[src/rtl/pipeline_seq_pkg.sv]
// rtl/pipeline_seq_pkg.sv - shared state encoding and decode constants for the pipeline sequencer
package pipeline_seq_pkg;

    typedef enum logic [1:0] {
        SEQ_RUN    = 2'd0,
        SEQ_DRAIN  = 2'd1,
        SEQ_HALTED = 2'd2
    } seq_state_t;

    localparam int REG_ADDR_W = 5;

    localparam logic [6:0] OP_LOAD = 7'b0000011;
    localparam logic [6:0] OP_HALT = 7'b1111111;

endpackage

[src/rtl/pipeline_sequencer_sat_counter.sv]
// rtl/pipeline_sequencer_sat_counter.sv - saturating event counter with synchronous clear
module sat_counter #(
    parameter int W = 32
) (
    input  logic         clk,
    input  logic         reset_n,
    input  logic         clear,
    input  logic         inc,
    output logic [W-1:0] count
);

    always_ff @(posedge clk or negedge reset_n) begin
        if (!reset_n) begin
            count <= '0;
        end else if (clear) begin
            count <= '0;
        end else if (inc && (count != {W{1'b1}})) begin
            count <= count + 1'b1;
        end
    end

endmodule

[src/rtl/pipeline_sequencer.sv]
// rtl/pipeline_sequencer.sv - stall/flush/freeze sequencing for the 5-stage pipeline
// Optional perf counters built only when PIPELINE_SEQ_PERF_EN is defined.
module pipeline_sequencer
    import pipeline_seq_pkg::*;
#(
    parameter int DRAIN_CYCLES = 3,
    parameter int MEM_TIMEOUT  = 16,
    parameter int CNT_W        = 32
) (
    input  logic                  clk,
    input  logic                  reset_n,
    input  logic                  halt_id,
    input  logic                  idex_memread,
    input  logic [REG_ADDR_W-1:0] idex_rd,
    input  logic [REG_ADDR_W-1:0] ifid_rs1,
    input  logic [REG_ADDR_W-1:0] ifid_rs2,
    input  logic                  branch_taken_ex,
    input  logic                  mem_req,
    input  logic                  mem_ready,
    output logic                  pc_write,
    output logic                  ifid_write,
    output logic                  ifid_flush,
    output logic                  idex_flush,
    output logic                  exmem_hold,
    output logic                  halted,
    output logic                  mem_err,
    output logic [CNT_W-1:0]      stall_cycles,
    output logic [CNT_W-1:0]      flush_events
);

    localparam int DW = (DRAIN_CYCLES > 1) ? $clog2(DRAIN_CYCLES) : 1;
    localparam int WW = (MEM_TIMEOUT > 1) ? $clog2(MEM_TIMEOUT) : 1;
    localparam logic [DW-1:0] DRAIN_INIT = (DRAIN_CYCLES > 0) ? DW'(DRAIN_CYCLES - 1) : '0;
    localparam logic [WW-1:0] WAIT_LAST  = (MEM_TIMEOUT > 0) ? WW'(MEM_TIMEOUT - 1) : '0;

    seq_state_t    state;
    logic [DW-1:0] drain_cnt;
    logic [WW-1:0] wait_cnt;
    logic          err_q;

    logic mem_wait;
    logic load_use;
    logic timeout_hit;

    assign mem_wait    = mem_req && !mem_ready;
    assign load_use    = idex_memread && (idex_rd != '0) &&
                         ((idex_rd == ifid_rs1) || (idex_rd == ifid_rs2));
    assign timeout_hit = (MEM_TIMEOUT != 0) && mem_wait && (wait_cnt == WAIT_LAST);

    // Mealy controls; every output is forced low while reset is held.
    always_comb begin
        pc_write   = 1'b0;
        ifid_write = 1'b0;
        ifid_flush = 1'b0;
        idex_flush = 1'b0;
        exmem_hold = 1'b0;
        halted     = 1'b0;
        if (reset_n) begin
            case (state)
                SEQ_HALTED: begin
                    halted     = 1'b1;
                    exmem_hold = 1'b1;
                end
                default: begin
                    if (mem_wait) begin
                        exmem_hold = 1'b1;
                    end else if (branch_taken_ex) begin
                        pc_write   = 1'b1;
                        ifid_flush = 1'b1;
                        idex_flush = 1'b1;
                    end else if (load_use || (state == SEQ_DRAIN) || halt_id) begin
                        idex_flush = 1'b1;
                    end else begin
                        pc_write   = 1'b1;
                        ifid_write = 1'b1;
                    end
                end
            endcase
        end
    end

    assign mem_err = err_q;

    always_ff @(posedge clk or negedge reset_n) begin
        if (!reset_n) begin
            state     <= SEQ_RUN;
            drain_cnt <= '0;
            wait_cnt  <= '0;
            err_q     <= 1'b0;
        end else begin
            case (state)
                SEQ_HALTED: begin
                    wait_cnt <= '0;
                end
                default: begin
                    if (mem_wait) begin
                        wait_cnt <= wait_cnt + 1'b1;
                        if (timeout_hit) begin
                            err_q <= 1'b1;
                            state <= SEQ_HALTED;
                        end
                    end else begin
                        wait_cnt <= '0;
                        if (state == SEQ_DRAIN) begin
                            if (drain_cnt == '0) begin
                                state <= SEQ_HALTED;
                            end else begin
                                drain_cnt <= drain_cnt - 1'b1;
                            end
                        end else if (!branch_taken_ex && !load_use && halt_id) begin
                            // A zero-length drain skips straight to the frozen state.
                            state     <= (DRAIN_CYCLES == 0) ? SEQ_HALTED : SEQ_DRAIN;
                            drain_cnt <= DRAIN_INIT;
                        end
                    end
                end
            endcase
        end
    end

`ifdef PIPELINE_SEQ_PERF_EN
    logic stall_inc;
    logic flush_inc;

    assign stall_inc = (state != SEQ_HALTED) && !pc_write;
    assign flush_inc = (state != SEQ_HALTED) && !mem_wait && branch_taken_ex;

    sat_counter #(.W(CNT_W)) u_stall_cnt (
        .clk     (clk),
        .reset_n (reset_n),
        .clear   (1'b0),
        .inc     (stall_inc),
        .count   (stall_cycles)
    );

    sat_counter #(.W(CNT_W)) u_flush_cnt (
        .clk     (clk),
        .reset_n (reset_n),
        .clear   (1'b0),
        .inc     (flush_inc),
        .count   (flush_events)
    );
`else
    assign stall_cycles = '0;
    assign flush_events = '0;
`endif

endmodule

[config.mk]
export PLATFORM = sky130hd
export DESIGN_NAME = pipeline_sequencer
export DESIGN_NICKNAME = d
export VERILOG_FILES = /design/src/rtl/pipeline_seq_pkg.sv /design/src/rtl/pipeline_sequencer_sat_counter.sv /design/src/rtl/pipeline_sequencer.sv
export SDC_FILE = /design/constraint.sdc
export NUM_CORES = 1
export LEC_CHECK = 0
export CAP_MARGIN = 20
export CORE_AREA = 5 5 68 70
export CTS_BUF_LIST = sky130_fd_sc_hd__clkbuf_8 sky130_fd_sc_hd__clkbuf_16
export DETAILED_ROUTE_END_ITERATION = 8
export DIE_AREA = 0 0 73 75
export PLACE_DENSITY = 0.75
export RECOVER_POWER = 25
export SLEW_MARGIN = 20
export SYNTH_ARGS = -nofsm -noshare
export SYNTH_HDL_FRONTEND = slang
export SYNTH_SLANG_ARGS = --single-unit
[constraint.sdc]
create_clock -name clk -period 2.8 [get_ports clk]
set_clock_uncertainty 0.1 [all_clocks]
set_input_delay 0.84 -clock clk [delete_from_list [all_inputs] [get_ports clk]]
set_output_delay 0.84 -clock clk [all_outputs]
set_load 0.02 [all_outputs]
==> flow_metrics.env <==
export IMPL_port_buffers=28
export IMPL_reg2reg_depth=5
export IMPL_arrival_ns=2.30
export IMPL_die_h_um=75
export IMPL_start_util_pct=28.3
export IMPL_cts_tree="built"
export IMPL_slew_headroom_pct=61.2
export IMPL_yosysTopAreaCellShare_pct=43.4
export IMPL_cts_num_sinks=9
export IMPL_maxSlewViolCount=0
export IMPL_die_area_um2=5480
export IMPL_intPower_w=0.000403
export IMPL_async_reset_ff_share_pct=100
export IMPL_crit_type="primary input to output port"
export IMPL_wl_um=2500
export IMPL_antenna_found_initial=0
export IMPL_placed_cell_area_um2=1340
export IMPL_cts_root_buffer="clkbuf_8"
export IMPL_die_x_um=73
export IMPL_cts_buffers=3
export IMPL_layout_drive_gt1_share_pct=21.4
export IMPL_synth_simple_area_share_pct=15.4
export IMPL_tightest_slew_ns=0.577
export IMPL_hold_buffers=0
export IMPL_synthFlopType="dfrtp_1"
export IMPL_gp_congestion=0.784
export IMPL_fin_crit_sh_pct=116
export IMPL_clk_pin_slew_ns=0.04
export IMPL_cellPowerDensity_nw_per_um2=488
export IMPL_avgSynthCellArea_um2=8.02
export IMPL_grt_pass1_wl_um=3440
export IMPL_place_inst=229
export IMPL_yosys_area_top_type="buf_4"
export IMPL_drv_cap=0
export IMPL_drt_initial_drc_count=20
export IMPL_cts_buffer_depth=2
export IMPL_p_sw_w=0.000297
export IMPL_ys_warn_count=0
export IMPL_rsz0062_at_grt="yes"
export IMPL_violations="setup timing"
export IMPL_synth_area_um2=1110
export IMPL_synth_cell_types=28
export IMPL_hp_class="flip-flop to flip-flop"
export IMPL_viasPerCell=3.62
export IMPL_layout_nets=212
export IMPL_route_detailed_drc=0
export IMPL_final_cell_area_um2=1440
export IMPL_insertion_delay_ns=0.23
export IMPL_coreArea_um2=3910
export IMPL_swShare_pct=42.4
export IMPL_status="finished, violations left"
export IMPL_end_kind="output port"
export IMPL_postRouteAntennaNets=0
export IMPL_synthXorXnorAreaFrac_pct=9.49
export IMPL_holdPathStages=1
export IMPL_areaGrowthSynthToFinish_pct=29.6
export IMPL_fin_cells=237
export IMPL_fp_row_count=23
export IMPL_fin_crit_ns=3.24
export IMPL_vias=857
export IMPL_synthAdderAreaFrac_pct=2.26
export IMPL_fin_ws_ns=-0.444
export IMPL_ir_worst_vdd_mv=0.200
export IMPL_firstDrtPassIters=4
export IMPL_crit_path_start_kind="primary input"
export IMPL_routedWlPerCell_um=10.5
export IMPL_power_w=0.000700
export IMPL_synth_top_family_by_area="buffers and inverters"
export IMPL_syn_inst=138
export IMPL_leakage_nw=0.756
export IMPL_yosysMostFrequentCell="buf_4"
export IMPL_hold_violations=0
export IMPL_diodes=0
export IMPL_dpl_hpwl_um=2160
export IMPL_combPwrFrac_pct=52.9
export IMPL_grt_total_usage_pct=8.30
export IMPL_synthMuxAreaShare_pct=0
export IMPL_seqPwrFrac_pct=27.0
export IMPL_setup_violations=5
export IMPL_clock_fmax_mhz=308
export IMPL_synth_commonest_cells="buf_4, dfrtp_1, nor2_1"
export IMPL_ys_seq_area_share_pct=20.3
export IMPL_grt_pass1_vias=799
export IMPL_synth_seq_cells=9
export IMPL_pre_cts_slack_ns=-1.25
export IMPL_synthTopCellsByArea="buf_4, dfrtp_1, xor2_1, xnor2_1, nor2_1"
export IMPL_cts_max_level=1
export IMPL_grt_max_degree=7
export IMPL_critical_path_max_fanout=3
export IMPL_io_pins=93
export IMPL_grt_overflow_total=0
export IMPL_synth_compound_area_share_pct=7.46
export IMPL_cp_required_ns=1.86
export IMPL_synth_edf_count=0
export IMPL_power_share_clock_pct=20.1
[sequential cells by signal, summed over array words and instances (netlist names)]
register,count
wait_cnt,4
drain_cnt,2
state,2
mem_err,1
[layout make-up]
class | count | area (um2)
multi-input cells | 124 | 702
fillers | 424 | 2480
well taps | 50 | 62.6
clock inverters | 1 | 3.75
flip-flops and latches | 9 | 225
repair buffers | 46 | 385
inverters | 4 | 15.0
clock buffers | 3 | 41.3
[final timing paths]
| check | slack (ns) | from | to |
|---|---|---|---|
| hold / removal | 0.37 | wait_cnt[0] | wait_cnt[0] |
| hold reg to reg | 0.37 | wait_cnt[0] | wait_cnt[0] |
| max in group asynchronous | 1.19 | reset_n | mem_err |
| setup / recovery | -0.44 | idex_rd[2] | pc_write |
| min in group asynchronous | 1.10 | reset_n | state[0] |
| setup reg to reg | 1.01 | wait_cnt[0] | state[1] |
[through the flow]
step | hold WS [ns] | TNS [ns] | util [%]
final | 0.367 | -1.27 | 36.7
after floorplan | 0.333 | -0.597 | -
after CTS | 0.369 | -1.29 | 36.1
after detailed placement | 0.364 | -5.43 | 34.1
after global placement | 0.353 | -5.33 | 34.1
after global routing | 0.386 | -1.60 | 36.7
[power groups by stage]
stage,registers [W],logic [W],clock network [W]
CTS,0.000189,0.000365,0.000147
floorplan,0.000184,0.000315,0
finish,0.000189,0.000370,0.000141
global placement,0.000190,0.000355,0
global route,0.000193,0.000409,0.000155
detailed placement,0.000191,0.000361,0
[worst max-delay path, stage by stage]
cell	delay, ns
buf_6	0.09
or4_4	0.52
o21ai_2	0.14
a21oi_2	0.07
or3_4	0.39
a21oi_4	0.13
buf_6	0.13
[per-layer routing]
layer / routed length (um) / track usage, % / vias to the layer above
li1: - / - / 417
met3: 231 / 3.07 / 4
met1: 737 / 7.19 / 395
met4: 54 / 2.87 / 0
met5: 0 / 0 / -
met2: 1480 / 17.1 / 41
[cell usage in the layout (no fill, tap or decap), types with 2 or more instances in the layout]
master | netlist | final
buf_4 | 64 | 15
dfrtp_1 | 9 | 9
clkbuf_8 | 0 | 3
and2_1 | 2 | 2
nor3_2 | 0 | 2
nor2_1 | 8 | 7
buf_2 | 0 | 3
conb_1 | 1 | 64
dlygate4sd2_1 | 0 | 9
buf_6 | 0 | 6
nand2_1 | 6 | 6
xnor2_1 | 5 | 5
xor2_1 | 7 | 6
ha_1 | 2 | 2
clkdlybuf4s50_1 | 0 | 8
nor2b_1 | 3 | 2
inv_1 | 4 | 5
nand3_1 | 5 | 4
clkbuf_1 | 0 | 3
[repair_timing]
item,in CTS,in global routing
gates resized for setup,63,5
buffers inserted,3,1
endpoints found under the hold margin,0,0
pin swaps,15,11
endpoints found under the setup margin,6,3
[kinds of logic after synthesis]
family,after synthesis
other,1
XOR/XNOR,12
buffers and inverters,68
AND/OR/NAND/NOR,34
adder cells (fa/ha/maj),2
flip-flops,9
AO/OA/AOI/OAI,12
(Power assumes the default switching activity.)
